<file path="src/rtl/alu_nzcv_pkg.sv">
// alu_nzcv_pkg
//   Shared definitions for the NZCV ALU slice: the operation-select encoding
//   carried on i_op and the bit positions of each flag inside the 4-bit
//   {N,Z,C,V} status vector.
package alu_nzcv_pkg;

    typedef enum logic [1:0] {
        OP_ADD = 2'b00,
        OP_SUB = 2'b01,
        OP_AND = 2'b10,
        OP_OR  = 2'b11
    } op_e;

    localparam int unsigned FLAG_N = 3;
    localparam int unsigned FLAG_Z = 2;
    localparam int unsigned FLAG_C = 1;
    localparam int unsigned FLAG_V = 0;

endpackage

</file>
<file path="src/rtl/alu_nzcv_addsub.sv">
// alu_nzcv_addsub
//   N-bit ripple-agnostic adder with carry-in, shared by ADD and SUB.
//   i_a, i_b : addends (N bits)
//   i_cin    : carry into bit 0
//   o_sum    : (i_a + i_b + i_cin) mod 2^N
//   o_cout   : carry out of bit N-1
module alu_nzcv_addsub #(
    parameter int unsigned N = 32
) (
    input  logic [N-1:0] i_a,
    input  logic [N-1:0] i_b,
    input  logic         i_cin,
    output logic [N-1:0] o_sum,
    output logic         o_cout
);

    logic [N:0] full;

    always_comb begin
        full   = {1'b0, i_a} + {1'b0, i_b} + {{N{1'b0}}, i_cin};
        o_sum  = full[N-1:0];
        o_cout = full[N];
    end

endmodule

</file>
<file path="src/rtl/alu_nzcv.sv">
// alu_nzcv
//   Two-operand ALU (ADD/SUB/AND/OR) producing a combinational result with
//   NZCV flags, plus an enabled status register capturing both.
//   i_a, i_b    : operands (N bits)
//   i_op        : operation select, see alu_nzcv_pkg::op_e
//   o_out       : combinational result
//   o_nzcv      : combinational flags {N,Z,C,V}
//   clk, rst    : clock (rising edge), asynchronous active-high reset
//   i_flags_we  : load o_out/o_nzcv into the registers on the next edge
//   o_out_q     : registered result
//   o_nzcv_q    : registered flags
module alu_nzcv
    import alu_nzcv_pkg::*;
#(
    parameter int unsigned N = 32
) (
    input  logic [N-1:0] i_a,
    input  logic [N-1:0] i_b,
    input  logic [1:0]   i_op,
    output logic [N-1:0] o_out,
    output logic [3:0]   o_nzcv,
    input  logic         clk,
    input  logic         rst,
    input  logic         i_flags_we,
    output logic [N-1:0] o_out_q,
    output logic [3:0]   o_nzcv_q
);

    op_e          op;
    logic         is_sub;
    logic [N-1:0] b_eff;
    logic [N-1:0] sum;
    logic         cout;
    logic [N-1:0] res;
    logic         c_flag;
    logic         v_flag;

    logic [N-1:0] out_reg_d, out_reg_q;
    logic [3:0]   nzcv_reg_d, nzcv_reg_q;

    // SUB is A + ~B + 1 through the same adder
    always_comb begin
        op     = op_e'(i_op);
        is_sub = (i_op == OP_SUB);
        b_eff  = is_sub ? ~i_b : i_b;
    end

    alu_nzcv_addsub #(
        .N (N)
    ) u_addsub (
        .i_a    (i_a),
        .i_b    (b_eff),
        .i_cin  (is_sub),
        .o_sum  (sum),
        .o_cout (cout)
    );

    always_comb begin
        res    = '0;
        c_flag = 1'b0;
        v_flag = 1'b0;
        case (op)
            OP_ADD, OP_SUB: begin
                res    = sum;
                c_flag = cout;
                // Overflow on the effective addition A + b_eff: same-signed
                // addends giving a differently-signed sum. For SUB this is
                // exactly "A and B differ in sign, result sign differs from A".
                v_flag = (i_a[N-1] == b_eff[N-1]) && (sum[N-1] != i_a[N-1]);
            end
            OP_AND: res = i_a & i_b;
            OP_OR:  res = i_a | i_b;
            default: begin
                // Unknown select propagates rather than picking an operation
                res    = 'x;
                c_flag = 1'bx;
                v_flag = 1'bx;
            end
        endcase
    end

    always_comb begin
        o_out          = res;
        o_nzcv         = '0;
        o_nzcv[FLAG_N] = res[N-1];
        o_nzcv[FLAG_Z] = (res == '0);
        o_nzcv[FLAG_C] = c_flag;
        o_nzcv[FLAG_V] = v_flag;
    end

    always_comb begin
        out_reg_d  = out_reg_q;
        nzcv_reg_d = nzcv_reg_q;
        if (i_flags_we) begin
            out_reg_d  = o_out;
            nzcv_reg_d = o_nzcv;
        end
    end

    always_ff @(posedge clk or posedge rst) begin
        if (rst) begin
            out_reg_q  <= '0;
            nzcv_reg_q <= '0;
        end else begin
            out_reg_q  <= out_reg_d;
            nzcv_reg_q <= nzcv_reg_d;
        end
    end

    always_comb begin
        o_out_q  = out_reg_q;
        o_nzcv_q = nzcv_reg_q;
    end

endmodule

</file>
<file path="config.mk">
export PLATFORM = sky130hd
export DESIGN_NAME = alu_nzcv
export DESIGN_NICKNAME = d
export VERILOG_FILES = /design/src/rtl/alu_nzcv_pkg.sv /design/src/rtl/alu_nzcv_addsub.sv /design/src/rtl/alu_nzcv.sv
export SDC_FILE = /design/constraint.sdc
export NUM_CORES = 1
export LEC_CHECK = 0
export BUFFER_PORTS_ARGS = -buffer_cell sky130_fd_sc_hd__clkbuf_2
export CELL_PAD_IN_SITES_DETAIL_PLACEMENT = 1
export CELL_PAD_IN_SITES_GLOBAL_PLACEMENT = 2
export CORE_ASPECT_RATIO = 0.8
export CORE_MARGIN = 2
export CORE_UTILIZATION = 30
export CTS_BUF_LIST = sky130_fd_sc_hd__clkbuf_4
export CTS_CLUSTER_DIAMETER = 40
export DETAILED_ROUTE_END_ITERATION = 6
export PLACE_DENSITY = 0.79
export SLEW_MARGIN = 20
export SYNTH_ARGS = -nofsm -noshare
export SYNTH_HDL_FRONTEND = slang
export SYNTH_SLANG_ARGS = --single-unit
</file>
<file path="constraint.sdc">
create_clock -name clk -period 12.9 [get_ports clk]
set_input_delay 1.935 -clock clk [delete_from_list [all_inputs] [get_ports clk]]
set_output_delay 1.935 -clock clk [all_outputs]
set_load 0.1 [all_outputs]
</file>
Yosys cells after proc, flatten, opt, wreduce, memory -nomap -nowiden
Index checks and enable logic that the tools add are counted.
{"block": "word_totals", "register_bits": 36, "input_bits": 69, "out_inout_bits": 72, "word_cells": 20}
{"block": "classes", "n_addsub": 2, "n_eq_ne": 5, "mux": 4, "bitwise": 3, "n_reduce_logical": 4}
{"cell": "one-hot mux 32 bit (3 select lines)", "n": 1}
{"cell": "adder 32 x 32 -> 33 bit", "n": 1}
{"cell": "adder 33 x 1 -> 33 bit", "n": 1}
{"cell": "AND 32 bit", "n": 1}
{"cell": "zero test 32 bit", "n": 1}
{"cell": "two-way mux 32 bit", "n": 1}
{"cell": "inverter 32 bit", "n": 1}
{"cell": "bitwise OR 32 bit", "n": 1}
{"cell": "equality test 2 bit, second input constant", "n": 2}
{"cell": "equality test 2 x 1 -> 1 bit, second input constant", "n": 1}
{"cell": "zero test 2 bit", "n": 1}
{"cell": "two-way mux 1 bit", "n": 2}
{"cell": "OR reduction 2 bit", "n": 1}
{"cell": "equality test 1 bit", "n": 1}
{"cell": "logical AND 1 bit", "n": 1}
{"cell": "inequality test 1 bit", "n": 1}

Longest topological paths before layout
Gate-level depths: netlist of run 1.
{"block": "depth", "ltp_word": 7, "depth_mapped": 17, "ltp_nobuf": 14}

Hierarchy
Synthesis of run 1 repeated with hierarchy kept, for this count alone.
{"block": "hier_totals", "cells_unflattened": 512, "hier_area_um2": 4299.1}
{"mod": "alu_nzcv", "instances": 1, "cells_per_inst": 275, "area_each_um2": 2585.0, "seq_area_each_um2": 875.8}
{"mod": "alu_nzcv_addsub", "instances": 1, "cells_per_inst": 237, "area_each_um2": 1714.1, "seq_area_each_um2": 0.0}

Least setup slack after synthesis of run 1
OpenSTA, ideal clock, no wires.
{"block": "synth_path", "kind": "in2out", "start": "input port i_op[0]", "end": "output port o_nzcv[2]", "arrival_time_ns": 8.877, "path_slack_ns": 2.088, "stages": 17, "n_path_buf": 5, "cell_sequence": "clkbuf_1 -> clkbuf_1 -> clkbuf_1 -> nand2_1 -> buf_1 -> xnor2_1 -> ha_1 -> buf_2 -> a211o_1 -> a21oi_2 -> a211oi_1 -> a32oi_1 -> nand2_1 -> a21oi_1 -> xor2_1 -> o21ai_0 -> nor3_1"}
{"block": "synth_via", "elab_chain_cells": 6}
{"element": "start: declaration", "line": "alu_nzcv.sv:19", "text": "input logic [1:0] i_op,"}
{"element": "equality test 2 x 1 -> 1 bit", "line": "alu_nzcv.sv:44, alu_nzcv.sv:62"}
{"element": "two-way mux 32 bit", "line": "alu_nzcv.sv:45", "text": "b_eff = is_sub ? ~i_b : i_b;"}
{"element": "adder 32 x 32 -> 33 bit", "line": "alu_nzcv_addsub.sv:20", "text": "full = {1'b0, i_a} + {1'b0, i_b} + {{N{1'b0}}, i_cin};"}
{"element": "adder 33 x 1 -> 33 bit", "line": "alu_nzcv_addsub.sv:20"}
{"element": "one-hot mux 32 bit (3 select lines) (*)", "line": "alu_nzcv.sv:62", "text": "case (op)"}
{"element": "net o_out[29]", "line": "alu_nzcv.sv:20", "text": "output logic [N-1:0] o_out,"}
{"element": "zero test 32 bit (*)", "line": "alu_nzcv.sv:86", "text": "o_nzcv[FLAG_Z] = (res == '0);"}
{"element": "end: declaration", "line": "alu_nzcv.sv:21", "text": "output logic [3:0] o_nzcv,"}
Mark *: on every way through the listed nets, which the timed path passes. The rest lies on a longest branch.

Worst setup path in the final report of run 1
{"block": "layout_path", "start": "input port i_op[1]", "end": "output port o_nzcv[2]"}
{"block": "layout_via", "elab_chain_cells": 6}
{"element": "equality test 2 x 1 -> 1 bit", "line": "alu_nzcv.sv:44, alu_nzcv.sv:62"}
{"element": "two-way mux 32 bit", "line": "alu_nzcv.sv:45"}
{"element": "adder 32 x 32 -> 33 bit", "line": "alu_nzcv_addsub.sv:20"}
{"element": "adder 33 x 1 -> 33 bit", "line": "alu_nzcv_addsub.sv:20"}
{"element": "one-hot mux 32 bit (3 select lines) (*)", "line": "alu_nzcv.sv:62"}
{"element": "zero test 32 bit (*)", "line": "alu_nzcv.sv:86"}
Every way passes the cells marked *; elsewhere a longest branch is shown, timed or not.

==> results of run 1 <==
## routing by layer
metal	part of all wire, %	wire length (um)	vias to the layer above	GRT usage, %
met5	0	0	-	0
met4	0.42	79	0	3.333
met3	5.8	1110	5	3.333
met2	42	7883	132	34.44
met1	52	9905	2618	33.33
li1	-	-	2556	-
## through the flow
step                power, mW  util, %  area (um^2)  setup slack (ps)  std cells
CTS                    0.8768    36.28         5695              2631        963
floorplan              0.6606        -         4785              2088        634
detailed placement     0.7970    35.80         5619              2638        955
global placement       0.7905    35.80         5619              2737        955
global route           0.9223    36.28         5695              1925        963
finish                 0.8745    36.28         5695              2561        963
## cells by family (layout without fill, tap and decap cells)
group,count (synthesis),after routing
AOI/OAI and AO/OA,209,209
and+or+nand+nor,202,202
buffers and inverters,68,182
adders and majority gates,56,56
xor gates and xnor gates,41,41
DFF,35,35
muxes,23,23
## state kept, by name (all words and copies together), names as in the netlist
register	count
o_out_q	32
o_nzcv_q	3
## cell usage after synthesis (5+ instances only)
cell       n  area (um^2)
nand4_1   12        75.07
and3_1     8        50.05
o31ai_1    8        60.06
buf_1      7        26.28
a21oi_1   65        325.3
nor2b_1    5        31.28
mux2_2    17        191.4
nor3_1    18        90.09
ha_1      35        437.9
nor2_1    63        236.5
a21boi_0   8        60.06
inv_1     27        101.4
dfrtp_1   35        875.8
a211oi_1   6        45.04
maj3_1    20        200.2
a21o_1    14        105.1
o21a_1    10        75.07
buf_2      5        25.02
nand3_1   13        65.06
xor2_1     5        43.79
xnor2_1   36        315.3
mux2i_1    6        60.06
clkbuf_1  22        82.58
o211ai_1   9        67.56
o21ai_0   42        210.2
nand2_1   56        210.2
## worst max-delay path, stage by stage
cell and delay (ps):
clkbuf_2 80, buf_4 530, clkinv_1 930, nand2_2 770
buf_4 410, xnor2_1 120, ha_1 230, a21oi_1 200
o21ai_0 190, a221oi_1 670, o21ai_0 430, xor2_1 250
mux2i_1 530, and3_1 280, nand3_1 110, nor3_1 180
clkbuf_2 500
## area by class of cell
cell class              instances  area [um^2]
flip-flops and latches         35        875.8
well taps                     215        269.0
fillers                      2033        10000
clock buffers                   5        37.54
clock inverters                 3        38.79
multi-input cells             531         3627
inverters                      29        108.9
repair buffers                145        738.2
## how the worst max path moves through the flow
stage | slack, ps | to
after floorplan | 2090 | o_nzcv[2]
after global placement | 2740 | o_nzcv[2]
after detailed placement | 2640 | o_nzcv[2]
after CTS | 2630 | o_nzcv[2]
after global routing | 1920 | o_nzcv[2]
final | 2560 | o_nzcv[2]
## power by group through the flow
stage          clock (mW)  combinational [mW]  sequential (mW)
2_1_floorplan           0               0.362            0.299
3_3_place_gp            0               0.647            0.143
3_5_place_dp            0               0.653            0.144
4_1_cts            0.0789               0.655            0.143
5_1_grt            0.0843               0.692            0.146
6_report           0.0769               0.655            0.142
==> results.md, run 1 <==
* Status: complete, no violations
* Achievable frequency at 96.72 MHz
* Synth Flop Type: dfrtp_1
* Starting Density at 30.48%
* Root Driver: clkbuf_4
* Worst Reg-to-Reg Cells at 1
* Compound-gate portion of the synthesized area at 29.05%
* Max-Cap Viols at 0
* TritonCTS clock tree: built
* WP data required at 10970 ps
* Internal power at 304.7 uW
* Kind of critical path: in -> out
* Core Box Area at 15700 um^2
* Drt pass-1 iters at 7
* CP Launch Point: i_op[1]
* CP startpoint kind: primary input
* Final Setup Violations at 0
* Adder-Cell Fraction of Synth Area at 13.76%
* GRT overflow at 0
* Largest net degree at the start of global routing at 65
* Number of flops mapped to enable cells by yosys at 0
* R2R Setup Slk at 12110 ps
* # H-tree levels at 2
* Total track usage at 22.20%
* Via count at 5311
* Mean number of vias per cell at 5.515
* Sequential share of power at 16.3%
* Number of synthesized register bits at 35
* Area growth, synth to finish at 19.04%
* Total wire length at 18.98 mm
* Reg-to-Reg End: o_out_q[23]
* Synth async-reset ratio at 100.0%
* Sink Count at 35
* Pwr/cell area at 153.5 nW/um^2
* Post-synthesis average cell area at 7.547 um^2
* Clk network pwr share at 8.8%
* Type of the worst min-delay path: reg -> reg
* Layout Skew at 0 ps
* CTS buffer count at 5
* CTS max path bufs at 2
* CTS hold repair buffers at 0
* RSZ-0062 raised after global routing: no
* Netlist area before placement at 4785 um^2
* Vias in the first global route at 5359
* Post-synthesis xor/xnor area fraction at 7.505%
* Post-CTS Setup Bufs at 0
* Least-Margin Pin Slew at 981.7 ps
* Period utilization at 80.15%
* Ports at 141
* Largest family of logic cells by synthesized area: compound AO/OA/AOI/OAI gates
* Port Buffer Count at 140
* Initial DRC count at 270
* Switch Pwr at 569.9 uW
* Crit. End Element: primary output
* Leakage at 2.513 nW
* Placer Congestion at 0.8884
* Nets@finish at 852
* WHS Path Cells at 2
* Antenna-violating nets left at 0
* Post-synthesis mux area share at 5.256%
* Hold Path End: o_out_q[3]
* # diodes at 0
* Final hold slack at 509.4 ps
* Fin. max-slew vios at 0
* First-pass GRT wire length at 30.10 mm
* Synthesized instance count at 634
* Layout cells sized above 1 at 24.20%
* Arrival time at the worst endpoint at 8400 ps
* Mapped Nets at 739
* Die Span X at 145.2 um
* Fin. Hold Viols at 0
* CP Max Fanout at 64
* Std cell rows at 41
* Hpwl dp at 15.44 mm
* Clock-pin slew on the worst setup and hold paths at 110 ps
* Die area at 16980 um^2
* Max VDD drop at 0.1406 mV
* Initial antenna violation count at 0
* Most frequent cells in the layout: clkbuf_2, a21oi_1, nor2_1
* Avg WL per Cell at 19.71 um
* Switching share of power at 65.16%
* Clock latency on the worst-skew pair at 330 ps
* Part of the Yosys area used for sequential elements at 18.31%
* Netlist cell types at 72
* Post-synthesis simple-gate area fraction at 20.19%
* Logic gate share of total power at 74.9%
* Hold Startpoint: o_out_q[3]
* Relative slew margins at 33.99%
* CTS resizes at 0
* Final setup TNS at 0 ps
* Tmin final at 10340 ps
* RR Startpoint: o_out_q[23]
* Chip height at 117.0 um
* Synth warn at 0
* Most common cell after layout, fill and taps aside: clkbuf_2
* DR DRC count at 0
Power figures use the tool's default switching activity.
==> inputs of run 2 (changes only) <==
--- a/config.mk
+++ b/config.mk
@@ -10,11 +10,11 @@
 export CELL_PAD_IN_SITES_GLOBAL_PLACEMENT = 2
 export CORE_ASPECT_RATIO = 0.8
 export CORE_MARGIN = 2
-export CORE_UTILIZATION = 30
+export CORE_UTILIZATION = 27
 export CTS_BUF_LIST = sky130_fd_sc_hd__clkbuf_4
 export CTS_CLUSTER_DIAMETER = 40
 export DETAILED_ROUTE_END_ITERATION = 6
-export PLACE_DENSITY = 0.79
+export PLACE_DENSITY = 0.75
 export SLEW_MARGIN = 20
 export SYNTH_ARGS = -nofsm -noshare
 export SYNTH_HDL_FRONTEND = slang
==> constraint.sdc (replaced) <==
create_clock -name clk -period 9.5 [get_ports clk]
set_input_delay 1.425 -clock clk [delete_from_list [all_inputs] [get_ports clk]]
set_output_delay 1.425 -clock clk [all_outputs]
set_load 0.1 [all_outputs]
==> run 2 against run 1 <==
Clock skew unchanged. Final cell count increased by 1.3%. Via count increased by 1.0%. Core utilization decreased by 3.2 points. Hold slack got worse by 5.4 ps. Die area increased by 11%. Total power increased by 33%. Non-clock buffer count increased by 4. Flip-flop and latch count unchanged. Critical path depth unchanged. Critical path type unchanged. Critical endpoint unchanged. Largest power group unchanged.
==> results.md, run 2 (synthesis results as in run 1) <==
* Internal power at 388.1 uW (+27%)
* Hpwl dp at 16.41 mm (+6.3%)
* CP Launch Point: i_op[1]
* Crit. End Element: primary output
* Total wire length at 20.04 mm (+5.6%)
* Via count at 5365 (+1.0%)
* Switch Pwr at 779.3 uW (+37%)
* # diodes at 0 (unchanged)
* Sequential share of power at 16.6% (+0.3 points)
* Placer Congestion at 0.8826 (-0.65%)
* Final Setup Violations at 0 (unchanged)
* Sink Count at 35 (unchanged)
* Clk network pwr share at 6.6% (-2.2 points)
* Clock-pin slew on the worst setup and hold paths at 100 ps (about the same)
* Pwr/cell area at 204.0 nW/um^2 (+33%)
* RR Startpoint: o_out_q[23]
* Relative slew margins at 33.97% (about the same)
* Hold Startpoint: o_nzcv_q[2]
* Multi-input logic area at 3627 um^2 (unchanged)
* RSZ-0062 raised after global routing: no
* Max VDD drop at 0.1881 mV (+34%)
* TritonCTS clock tree: built
* Leakage at 2.521 nW (+0.33%)
* Die area at 18810 um^2 (+11%)
* WP data required at 8080 ps (-2890 ps)
* Die Span X at 152.8 um (+5.3%)
* Layout cells sized above 1 at 24.50% (+0.30 points)
* WHS Path Cells at 2 (unchanged)
* CTS hold repair buffers at 0 (unchanged)
* Most common cell after layout, fill and taps aside: clkbuf_2
* Fin. Hold Viols at 0 (unchanged)
* Mean number of vias per cell at 5.497 (-0.33%)
* Worst Reg-to-Reg Cells at 1 (unchanged)
* # H-tree levels at 2 (unchanged)
* Least-Margin Pin Slew at 982.1 ps (+0.3441 ps)
* Largest net degree at the start of global routing at 47 (-28%)
* Tmin final at 7705 ps
* Clock latency on the worst-skew pair at 360 ps (+30 ps)
* Achievable frequency at 129.8 MHz
* Period utilization at 81.10%
* Logic gate share of total power at 76.8% (+1.9 points)
* CP startpoint kind: primary input
* Core Box Area at 17320 um^2 (+10%)
* CTS max path bufs at 2 (unchanged)
* Total track usage at 21.25% (-0.95 points)
* Type of the worst min-delay path: reg -> reg
* GRT overflow at 0 (unchanged)
* Ports at 141 (unchanged)
* Fin. max-slew vios at 0 (unchanged)
* FILL cells at 2225 (+9.4%)
* CP Max Fanout at 27 (-58%)
* Switching share of power at 66.76% (+1.6 points)
* Chip height at 123.1 um (+5.2%)
* CTS resizes at 0 (unchanged)
* R2R Setup Slk at 8740 ps (-3370 ps)
* Reg-to-Reg End: o_out_q[23]
* Starting Density at 27.62% (-2.9 points)
* Most frequent cells in the layout: clkbuf_2, a21oi_1, nor2_1
* Arrival time at the worst endpoint at 6280 ps (-2120 ps)
* Area growth, synth to finish at 19.61%
* Antenna-violating nets left at 0 (unchanged)
* Root Driver: clkbuf_4
* Avg WL per Cell at 20.53 um (+4.2%)
* CTS buffer count at 5 (unchanged)
* Max-Cap Viols at 0 (unchanged)
* DR DRC count at 0 (unchanged)
* Register area at 875.8 um^2 (unchanged)
* Nets@finish at 856 (+0.47%)
* Design Power at 1.167 mW (+33%)
* Drt pass-1 iters at 5 (-2)
* Initial antenna violation count at 0 (unchanged)
* Std cell rows at 43 (+4.9%)
* Status: complete, no violations
* Hold Path End: o_nzcv_q[2]
* Kind of critical path: in -> out
* Vias in the first global route at 5575 (+4.0%)
* Max reg flops at 32 (unchanged)
* Final setup TNS at 0 ps (unchanged)
* First-pass GRT wire length at 31.55 mm (+4.8%)
* Initial DRC count at 286 (+5.9%)
* Layout Skew at 0 ps (unchanged)
* Post-CTS Setup Bufs at 0 (unchanged)
* Port Buffer Count at 140 (unchanged)
-- run 2: worst max-delay path by stage --
stage                            to  slack (ps)  cells after the start
after detailed placement  o_nzcv[2]        1830                     17
after CTS                 o_nzcv[2]        1790                     17
after floorplan           o_nzcv[2]         270                     17
after global routing      o_nzcv[2]        1380                     17
final                     o_nzcv[2]        1800                     17
after global placement    o_nzcv[2]        1950                     15
-- run 2: final cells by class --
class	count	area share, %
clock inverter	2	0.1530
inverter	29	1.902
timing repair buffer	149	13.69
clock buffer	5	0.6559
multi-input combinational	531	63.38
sequential	35	15.30
tap	225	4.919
-- run 2: per-layer routing --
layer | part of all wire [%] | vias to the layer above | global-route usage (%)
met5 | 0 | - | 0
met2 | 41 | 155 | 32.76
met3 | 6.1 | 13 | 3.575
met4 | 0.90 | 0 | 3.646
li1 | - | 2568 | -
met1 | 52 | 2629 | 31.55
-- run 2: critical path, stage by stage --
cell	delay (ps)
clkbuf_2	500
clkinv_1	230
nand2_2	130
buf_4	270
xnor2_1	180
inv_1	90
fa_1	430
nand2b_1	230
a2111oi_0	520
a211oi_2	180
nand2b_1	190
o311a_1	360
a2111o_1	410
nor4_1	300
nand4b_1	200
nor3_1	390
buf_12	230
-- run 2: power groups by stage --
| stage | Sequential (mW) | Clock, mW | Combinational, mW |
|---|---|---|---|
| 3_3_place_gp | 0.195 | 0 | 0.884 |
| 6_report | 0.194 | 0.0776 | 0.896 |
| 4_1_cts | 0.195 | 0.0817 | 0.894 |
| 3_5_place_dp | 0.196 | 0 | 0.891 |
| 2_1_floorplan | 0.406 | 0 | 0.492 |
| 5_1_grt | 0.198 | 0.0860 | 0.946 |
-- run 2: metrics by stage --
stage	util [%]	instances	setup slack [ps]	hold slack [ps]	cell area, um^2
detailed placement	32.77	969	1831	484.2	5677
global placement	32.77	969	1950	475.0	5677
global route	33.03	976	1381	537.0	5723
floorplan	-	634	272.0	998.4	4785
CTS	33.03	976	1786	513.6	5723
finish	33.03	976	1795	504.0	5723
